**src/rtl/lcd_text_driver.sv**
```systemverilog
// HD44780-style 8-bit character LCD driver: power-up init, then continuous two-line refresh
// of the mode name (line 1) and HH:MM:SS (line 2) with per-field blinking.
module lcd_text_driver #(
  parameter int CLK_DIV      = 50,
  parameter int PWR_STEPS    = 400,
  parameter int CLR_STEPS    = 40,
  parameter int LINE_LEN     = 16,
  parameter int BLINK_FRAMES = 8
) (
  input  logic        clk,
  input  logic        rst,
  input  logic [1:0]  mode,
  input  logic [23:0] time_bcd,
  input  logic [2:0]  blink_en,
  output logic        lcd_e,
  output logic        lcd_rs,
  output logic        lcd_rw,
  output logic [7:0]  lcd_data,
  output logic        init_done,
  output logic        frame_done
);

  localparam int DW   = $clog2(CLK_DIV);
  localparam int MAXS = (PWR_STEPS > CLR_STEPS) ? ((PWR_STEPS > LINE_LEN) ? PWR_STEPS : LINE_LEN)
                                                : ((CLR_STEPS > LINE_LEN) ? CLR_STEPS : LINE_LEN);
  localparam int CW   = $clog2(MAXS);
  localparam int FW   = $clog2(BLINK_FRAMES + 1);

  localparam logic [DW-1:0] DIV_LAST = DW'(CLK_DIV - 1);
  localparam logic [DW-1:0] DIV_HALF = DW'(CLK_DIV / 2);
  localparam logic [CW-1:0] PWR_LAST = CW'(PWR_STEPS - 1);
  localparam logic [CW-1:0] CLR_LAST = CW'(CLR_STEPS - 1);
  localparam logic [CW-1:0] CHR_LAST = CW'(LINE_LEN - 1);
  localparam logic [FW-1:0] BLK_LAST = FW'(BLINK_FRAMES - 1);

  localparam logic [3:0] S_PWR_WAIT = 4'd0;
  localparam logic [3:0] S_FUNC_SET = 4'd1;
  localparam logic [3:0] S_DISP_ON  = 4'd2;
  localparam logic [3:0] S_ENTRY    = 4'd3;
  localparam logic [3:0] S_CLEAR    = 4'd4;
  localparam logic [3:0] S_CLR_WAIT = 4'd5;
  localparam logic [3:0] S_L1_ADDR  = 4'd6;
  localparam logic [3:0] S_L1_CHAR  = 4'd7;
  localparam logic [3:0] S_L2_ADDR  = 4'd8;
  localparam logic [3:0] S_L2_CHAR  = 4'd9;

  localparam logic [95:0] TXT_WATCH = "MODE1: WATCH";
  localparam logic [95:0] TXT_ALARM = "MODE2: ALARM";
  localparam logic [95:0] TXT_STOP  = "MODE3: STOP ";
  localparam logic [95:0] TXT_SET   = "MODE4: SET  ";

  logic [DW-1:0] div_r, div_nxt_s;
  logic [3:0]    state_r, state_nxt_s;
  logic [CW-1:0] cnt_r, cnt_nxt_s;
  logic [1:0]    snap_mode_r;
  logic [23:0]   snap_time_r;
  logic [2:0]    snap_blink_r;
  logic [FW-1:0] fcnt_r;
  logic          phase_r;
  logic          step_end_s, frame_end_s, is_wr_s, rs_nxt_s;
  logic [7:0]    data_nxt_s;

  function automatic logic [7:0] digit_char(input logic [3:0] d);
    return (d > 4'd9) ? 8'h3F : (8'h30 + {4'h0, d});
  endfunction

  function automatic logic [7:0] line1_char(input logic [1:0] m, input logic [CW-1:0] p);
    logic [95:0] s;
    int          idx;
    case (m)
      2'd0:    s = TXT_WATCH;
      2'd1:    s = TXT_ALARM;
      2'd2:    s = TXT_STOP;
      default: s = TXT_SET;
    endcase
    if (p < CW'(12)) begin
      idx = 11 - int'(p);
      return s[idx*8 +: 8];
    end else begin
      return 8'h20;
    end
  endfunction

  // Colons are never blanked; a digit blanks only while its field's blink bit and the phase are set.
  function automatic logic [7:0] line2_char(input logic [23:0] t, input logic [2:0] b,
                                            input logic ph, input logic [CW-1:0] p);
    logic [3:0] nib;
    logic       blank;
    logic [7:0] c;
    nib   = 4'h0;
    blank = 1'b0;
    c     = 8'h20;
    case (p)
      CW'(0):  begin nib = t[23:20]; blank = b[2]; c = 8'h00; end
      CW'(1):  begin nib = t[19:16]; blank = b[2]; c = 8'h00; end
      CW'(2):  c = 8'h3A;
      CW'(3):  begin nib = t[15:12]; blank = b[1]; c = 8'h00; end
      CW'(4):  begin nib = t[11:8];  blank = b[1]; c = 8'h00; end
      CW'(5):  c = 8'h3A;
      CW'(6):  begin nib = t[7:4];   blank = b[0]; c = 8'h00; end
      CW'(7):  begin nib = t[3:0];   blank = b[0]; c = 8'h00; end
      default: c = 8'h20;
    endcase
    if (c == 8'h00) begin
      c = (ph && blank) ? 8'h20 : digit_char(nib);
    end else begin
      c = c;
    end
    return c;
  endfunction

  assign step_end_s  = (div_r == DIV_LAST);
  assign div_nxt_s   = step_end_s ? '0 : (div_r + DW'(1));
  assign frame_end_s = step_end_s && (state_r == S_L2_CHAR) && (cnt_r == CHR_LAST);
  assign is_wr_s     = (state_r != S_PWR_WAIT) && (state_r != S_CLR_WAIT);
  assign lcd_rw      = 1'b0;

  // Step sequencing: state and step counter advance only at the end of a step.
  always_comb begin
    state_nxt_s = state_r;
    cnt_nxt_s   = cnt_r;
    if (step_end_s) begin
      case (state_r)
        S_PWR_WAIT: if (cnt_r == PWR_LAST) begin state_nxt_s = S_FUNC_SET; cnt_nxt_s = '0; end
                    else cnt_nxt_s = cnt_r + CW'(1);
        S_FUNC_SET: state_nxt_s = S_DISP_ON;
        S_DISP_ON:  state_nxt_s = S_ENTRY;
        S_ENTRY:    state_nxt_s = S_CLEAR;
        S_CLEAR:    begin state_nxt_s = S_CLR_WAIT; cnt_nxt_s = '0; end
        S_CLR_WAIT: if (cnt_r == CLR_LAST) begin state_nxt_s = S_L1_ADDR; cnt_nxt_s = '0; end
                    else cnt_nxt_s = cnt_r + CW'(1);
        S_L1_ADDR:  begin state_nxt_s = S_L1_CHAR; cnt_nxt_s = '0; end
        S_L1_CHAR:  if (cnt_r == CHR_LAST) begin state_nxt_s = S_L2_ADDR; cnt_nxt_s = '0; end
                    else cnt_nxt_s = cnt_r + CW'(1);
        S_L2_ADDR:  begin state_nxt_s = S_L2_CHAR; cnt_nxt_s = '0; end
        S_L2_CHAR:  if (cnt_r == CHR_LAST) begin state_nxt_s = S_L1_ADDR; cnt_nxt_s = '0; end
                    else cnt_nxt_s = cnt_r + CW'(1);
        default:    begin state_nxt_s = S_PWR_WAIT; cnt_nxt_s = '0; end
      endcase
    end else begin
      state_nxt_s = state_r;
      cnt_nxt_s   = cnt_r;
    end
  end

  // Bus contents of the upcoming step; loaded into the pins as that step begins.
  always_comb begin
    rs_nxt_s   = 1'b0;
    data_nxt_s = 8'h00;
    case (state_nxt_s)
      S_FUNC_SET: data_nxt_s = 8'h38;
      S_DISP_ON:  data_nxt_s = 8'h0C;
      S_ENTRY:    data_nxt_s = 8'h06;
      S_CLEAR:    data_nxt_s = 8'h01;
      S_L1_ADDR:  data_nxt_s = 8'h80;
      S_L1_CHAR:  begin rs_nxt_s = 1'b1; data_nxt_s = line1_char(snap_mode_r, cnt_nxt_s); end
      S_L2_ADDR:  data_nxt_s = 8'hC0;
      S_L2_CHAR:  begin
                    rs_nxt_s   = 1'b1;
                    data_nxt_s = line2_char(snap_time_r, snap_blink_r, phase_r, cnt_nxt_s);
                  end
      default:    begin rs_nxt_s = 1'b0; data_nxt_s = 8'h00; end
    endcase
  end

  // Sequencer, bus outputs, input snapshot and blink timing.
  always_ff @(posedge clk or negedge rst) begin
    if (!rst) begin
      div_r        <= '0;
      state_r      <= S_PWR_WAIT;
      cnt_r        <= '0;
      snap_mode_r  <= 2'd0;
      snap_time_r  <= 24'h000000;
      snap_blink_r <= 3'b000;
      fcnt_r       <= '0;
      phase_r      <= 1'b0;
      lcd_e        <= 1'b0;
      lcd_rs       <= 1'b0;
      lcd_data     <= 8'h00;
      init_done    <= 1'b0;
      frame_done   <= 1'b0;
    end else begin
      div_r      <= div_nxt_s;
      state_r    <= state_nxt_s;
      cnt_r      <= cnt_nxt_s;
      lcd_e      <= is_wr_s && (div_nxt_s >= DW'(1)) && (div_nxt_s <= DIV_HALF);
      frame_done <= (div_nxt_s == DIV_LAST) && (state_r == S_L2_CHAR) && (cnt_r == CHR_LAST);
      if (step_end_s) begin
        lcd_rs   <= rs_nxt_s;
        lcd_data <= data_nxt_s;
      end else begin
        lcd_rs   <= lcd_rs;
        lcd_data <= lcd_data;
      end
      if (step_end_s && (state_nxt_s == S_L1_ADDR)) begin
        snap_mode_r  <= mode;
        snap_time_r  <= time_bcd;
        snap_blink_r <= blink_en;
        init_done    <= 1'b1;
      end else begin
        snap_mode_r  <= snap_mode_r;
        snap_time_r  <= snap_time_r;
        snap_blink_r <= snap_blink_r;
        init_done    <= init_done;
      end
      if (frame_end_s) begin
        if (fcnt_r == BLK_LAST) begin
          fcnt_r  <= '0;
          phase_r <= ~phase_r;
        end else begin
          fcnt_r  <= fcnt_r + FW'(1);
        end
      end else begin
        fcnt_r  <= fcnt_r;
        phase_r <= phase_r;
      end
    end
  end

endmodule
```
**config.mk**
```make
export PLATFORM = sky130hd
export DESIGN_NAME = lcd_text_driver
export DESIGN_NICKNAME = d
export VERILOG_FILES = /design/src/rtl/lcd_text_driver.sv
export SDC_FILE = /design/constraint.sdc
export NUM_CORES = 1
export LEC_CHECK = 0
export ABC_AREA = 1
export BUFFER_PORTS_ARGS = -buffer_cell sky130_fd_sc_hd__buf_2
export CORE_MARGIN = 1
export CORE_UTILIZATION = 29
export CTS_BUF_LIST = sky130_fd_sc_hd__clkbuf_4
export DETAILED_ROUTE_END_ITERATION = 16
export GPL_TIMING_DRIVEN = 0
export PLACE_DENSITY = 0.44
export SLEW_MARGIN = 20
export SYNTH_ARGS = -nofsm -noshare
export SYNTH_HDL_FRONTEND = slang
export SYNTH_SLANG_ARGS = --single-unit
```
**constraint.sdc**
```tcl
create_clock -name clk -period 5.9 [get_ports clk]
set_input_delay 0.59 -clock clk [delete_from_list [all_inputs] [get_ports clk]]
set_output_delay 0.59 -clock clk [all_outputs]
set_load 0.02 [all_outputs]
```
Yosys cells after proc, flatten, opt, wreduce, memory -nomap -nowiden
Cells that the tools add are included.
Widths: inputs -> output; s select.
{ "totals": {"mem_count": 0, "romBits": 0, "input_bits": 31, "mem_bits_rw": 0, "reg_bits": 65, "elab_cells": 107, "latch_bits": 0} }
{ "classes": {"div": 0, "mux": 27, "bitwise": 1, "order_cmp": 4, "n_eq_ne": 33, "n_addsub": 5, "shift": 1, "mul": 0, "n_reduce_logical": 23} }
{ "ops": {"columns": ["operator", "count"], "rows": [
  ["$pmux 59 s3", 1],
  ["$mux 96", 1],
  ["$shiftx 96x13->8", 1],
  ["$pmux 8 s8", 1],
  ["$pmux 4 s10", 1],
  ["$eq 9x3->1 const B", 4],
  ["$mux 9", 4],
  ["$pmux 9 s4", 1],
  ["$eq 4x3->1 const B", 8],
  ["$mux 4", 7],
  ["$mux 8", 3],
  ["$pmux 4 s6", 1],
  ["$eq 9x2->1 const B", 2],
  ["$eq 4x2->1 const B", 4],
  ["$eq 4x4->1 const B", 4],
  ["$mux 7", 2],
  ["$eq 6x6->1 const B", 2],
  ["$pmux 6 s2", 1],
  ["$reduce_or 2->1", 6],
  ["$sub 4x9->10 const A", 1],
  ["$add 9x1->9 const B", 1],
  ["$eq 9x1->1 const B", 1],
  ["$eq 9x4->1 const B", 1],
  ["$eq 9x6->1 const B", 1],
  ["other kinds (25)", 35]
]} }

Longest topological paths before layout
{ "depth": {"ltp_word": 12, "ltp_mapped": 25} }

Worst setup path before layout
No wires, ideal clock.
{ "synth_path": {"kind": "reg2reg", "from": "register div_r[1]", "to": "register lcd_data[1]", "setup_time_ns": 0.117, "path_stages_with_launch": 26, "arrival_ns": 2.652, "setup_slack_ns": 3.131, "period_less_slack_ns": 2.769, "cell_sequence": "dfrtp_1 inv_1 ha_1 nand2_1 nor2_1 nand3_2 inv_2 nand2_1 o21ai_2 buf_2 clkinv_1 ha_1 inv_1 nor2_1 nand4_1 nand2_1 inv_1 nand2_1 nor2_1 nand2_1 nand2_1 nand2_1 nand2_1 nand2_1 nand2_1 nand2_1"} }
{ "synth_between": {"elab_chain_cells": 10, "elab_cells_between_ends": 42, "cone_classes": "add/sub: 2; order compare: 2; eq/ne: 16; shift: 1; mux: 13; reduce/logical: 8"} }
{ "synth_rtl": {"columns": ["element", "line_no", "text"], "rows": [
  ["from (decl)", "52", "logic [DW-1:0] div_r, div_nxt_s;"],
  ["from (signal assigned)", "183", "div_r <= div_nxt_s;"],
  ["$eq 6x6->1 *", "112", "assign step_end_s = (div_r == DIV_LAST);"],
  ["$mux 9 *", "122", "if (step_end_s) begin"],
  ["via cnt_nxt_s[2]", "54", "logic [CW-1:0] cnt_r, cnt_nxt_s;"],
  ["$eq 9x3->1, or another cell as far along", "93", "case (p)"],
  ["$pmux 4 s6 / $reduce_or 2->1 (equally long branches)", null, null],
  ["$mux 4 / $pmux 1 s3 (equally long branches)", "150, 93", null],
  ["$add 6x4->7, or another cell as far along", "64", "return (d > 4'd9) ? 8'h3F : (8'h30 + {4'h0, d});"],
  ["$mux 7 / $logic_and 1x1->1 (equally long branches)", "64, 105", null],
  ["$mux 7", "105", "c = (ph && blank) ? 8'h20 : digit_char(nib);"],
  ["$mux 8", "104", "if (c == 8'h00) begin"],
  ["$pmux 8 s8 *", "150", "case (state_nxt_s)"],
  ["to (signal assigned)", "190", "lcd_data <= data_nxt_s;"],
  ["to (signal assigned)", "193", "lcd_data <= lcd_data;"],
  ["to (decl)", "18", "output logic [7:0] lcd_data,"]
]} }
Mark *: on every way through the listed nets, which the timed path passes. The rest lies on a longest branch. The select of a mux whose other input is x is not followed.
A chain may end at the register's enable or synchronous reset.

Worst setup path in the final report
{ "layout_path": {"from": "register div_r[1]", "to": "register lcd_data[2]"} }
The elaborated chain is that of the path after synthesis.

==> results.sh <==
export IMPL_status="complete, no violations"
export IMPL_drtIter0Drc=200
export IMPL_num_vias=4017
export IMPL_nets=687
export IMPL_grt_max_degree=40
export IMPL_cts_resized_gates=0
export IMPL_ir_worst_vdd_uv=116
export IMPL_clock_root_buffer="clkbuf_4"
export IMPL_htree_levels=3
export IMPL_rows=44
export IMPL_synth_edff_count=0
export IMPL_tritoncts="built"
export IMPL_critical_path_class="reg -> reg"
export IMPL_reg2reg_to="lcd_data[2]"
export IMPL_ctsHoldBuffers=0
export IMPL_r2r_slack_ns=2.39
export IMPL_rsz0062_at_grt="no"
export IMPL_clk_latency_ns=0.46
export IMPL_die_width_um=125
export IMPL_hold_path_class="in -> async"
export IMPL_synth_nets=633
export IMPL_r2r_start="div_r[1]"
export IMPL_cp_required_ns=6.27
export IMPL_rr_worst_depth=23
export IMPL_yosys_warnings=0
export IMPL_cp_max_fo=10
export IMPL_drv_slew=0
export IMPL_viasPerCell=4.82
export IMPL_synthFlopType="dfrtp_1"
export IMPL_fmax_ghz=0.285
export IMPL_drc=0
export IMPL_start_kind="flop"
export IMPL_cts_buffers=9
export IMPL_crit_path_frequent_cell="nand2_1"
export IMPL_finalSetupViolCount=0
export IMPL_synth_seq_cells=65
export IMPL_coreArea_mm2=0.0146
export IMPL_drive_gt1_share_pct=20.5
export IMPL_ys_seq_area_share_pct=37.0
export IMPL_netlist_area_mm2=0.00440
export IMPL_grt_pass1_vias=4025
export IMPL_post_cts_buffers=0
export IMPL_skew_ns=0.0221
export IMPL_clkTransAtPathRegs_ns=0.12
export IMPL_clk_path_buf_depth=2
export IMPL_cp_startpoint="div_r[1]"
export IMPL_clkSinkCount=65
export IMPL_maxCapViolations=0
export IMPL_powerDensity_mw_per_mm2=174
export IMPL_synth_cells=590
export IMPL_dp_hpwl_mm=9.16
export IMPL_antenna_cells=0
export IMPL_hold_viol_final=0
export IMPL_layout_common_cells="nand2_1 (153), dfrtp_1 (65), inv_1 (60)"
export IMPL_ant_nets=0
export IMPL_grt_overflow=0
export IMPL_layout_min_cycle_time_ns=3.51
export IMPL_dr_pass1_iters=6
export IMPL_p_leak_nw=2.64
export IMPL_critical_path_cell_chain="inv_1 > ha_1 > nand2_1 > nor2_1 > nand3_2 > inv_2 > nand2_1 > o21ai_2 > buf_2 > clkinv_1 > ha_1 > inv_1 > nor2_1 > nand3_1 > inv_1 > nand2_1 > nand3_1 > nor2_1 > o21ai_0 > nand2_1 > nand2_1 > nand2_1 > nand2_1"
export IMPL_grt_usage_pct=16.2
export IMPL_die_h_um=125
export IMPL_avgSynthCellArea_um2=7.46
export IMPL_async_flop_share_pct=100
export IMPL_grt_pass1_wl_mm=20.0
export IMPL_gp_congestion=0.899
export IMPL_cpPeakStageDelay_ns=0.40
export IMPL_die_area_mm2=0.0157
export IMPL_io_pins=44
export IMPL_finalCritPeriodShare_pct=59.4
export IMPL_slowest_stage="dfrtp_1"
export IMPL_critical_path_top_delay_family="simple AND/OR/NAND/NOR gates"
export IMPL_cp_arrival_ns=3.87
export IMPL_wl_per_cell_um=14.0
export IMPL_io_buffer_count=42
export IMPL_fill_cells=1590
export IMPL_end_kind="flop"
export IMPL_final_common_cell="nand2_1"
export IMPL_antenna_found_initial=0
export IMPL_synth_distinct_cells=43
export IMPL_critPathBufInv=6
export IMPL_tns_ns=0
export IMPL_area_growth_pct=14.4
export IMPL_power_mw=0.874
export IMPL_wl_mm=11.6
export IMPL_initial_core_util_pct=30.0
==> cells in the mapped netlist (3+ instances only) <==
master    number  area share (%)
nand2_1      153              13
dfrtp_1       65              37
inv_1         60             5.1
nand3_1       57             6.5
nor2_1        56             4.8
mux2_1        24             6.1
a21oi_1       16             1.8
nand4_1       16             2.3
o21ai_1       15             1.7
o21ai_0       14             1.6
ha_1          12             3.4
inv_2         12             1.0
nor2_2        12             1.7
nand2_2       11             1.6
nand3_2        7             1.6
buf_2          6            0.68
nor3_1         6            0.68
or2_2          5            0.71
buf_4          4            0.68
o211ai_1       4            0.68
buf_6          3            0.77
mux2_2         3            0.77
nor2_4         3            0.77
o21ai_2        3            0.60
==> per-stage QoR <==
stage	cell area (um^2)	cells	utilization, %	hold slack, ns	worst slack [ns]
2_1_floorplan	4400	590	-	0.294	3.13
3_3_place_gp	4840	816	33.0	0.445	2.38
3_5_place_dp	4860	817	33.2	0.448	2.39
4_1_cts	5030	833	34.4	0.0435	2.34
5_1_grt	5030	833	34.4	0.0528	2.01
6_report	5030	833	34.4	0.0397	2.39
==> worst max path at each step <==
stage / to / slack (ns) / cells past startpoint
detailed placement: lcd_data[2] / 2.39 / 23
global route: lcd_data[0] / 2.01 / 25
CTS: lcd_data[2] / 2.34 / 23
finish: lcd_data[2] / 2.39 / 23
floorplan: lcd_data[1] / 3.13 / 25
global placement: lcd_data[2] / 2.38 / 23
==> flip-flops by register name, summed over array words and instances, names as in the netlist <==
register,flops
snap_time_r,24
cnt_r,9
lcd_data,8
div_r,6
fcnt_r,4
state_r,4
snap_blink_r,3
snap_mode_r,2
frame_done,1
init_done,1
lcd_e,1
lcd_rs,1
phase_r,1
==> area by class of cell <==
class	instances	area, um^2	share of cell area, %
buffer	14	97.6	1.94
clock buffer	9	67.6	1.34
clock inverter	7	101	2.01
inverter	74	278	5.52
multi-input combinational	437	2400	47.6
sequential	65	1630	32.3
tap	184	230	4.58
timing repair buffer	43	233	4.63
==> where the power goes <==
group,switching (mW),internal (mW)
registers,0.00602,0.455
clock network,0.190,0.175
logic,0.0263,0.0212
total,0.222,0.651
==> metal layers <==
metal	wire length, um	GRT usage (%)
met1	5630	21.1
met2	5370	26.3
met3	330	3.17
met4	300	6.96
met5	0	0
==> cells by family after synthesis <==
| logic type | synth area share (%) |
|---|---|
| muxes | 6.91 |
| AOI/OAI and AO/OA | 7.68 |
| DFF | 37.0 |
| adders and majority gates | 3.41 |
| buffers and inverters | 8.53 |
| xor gates and xnor gates | 0.597 |
| and+or+nand+nor | 35.8 |
| other | 0.0852 |
Note: power is estimated with default switching activity, not from simulation.
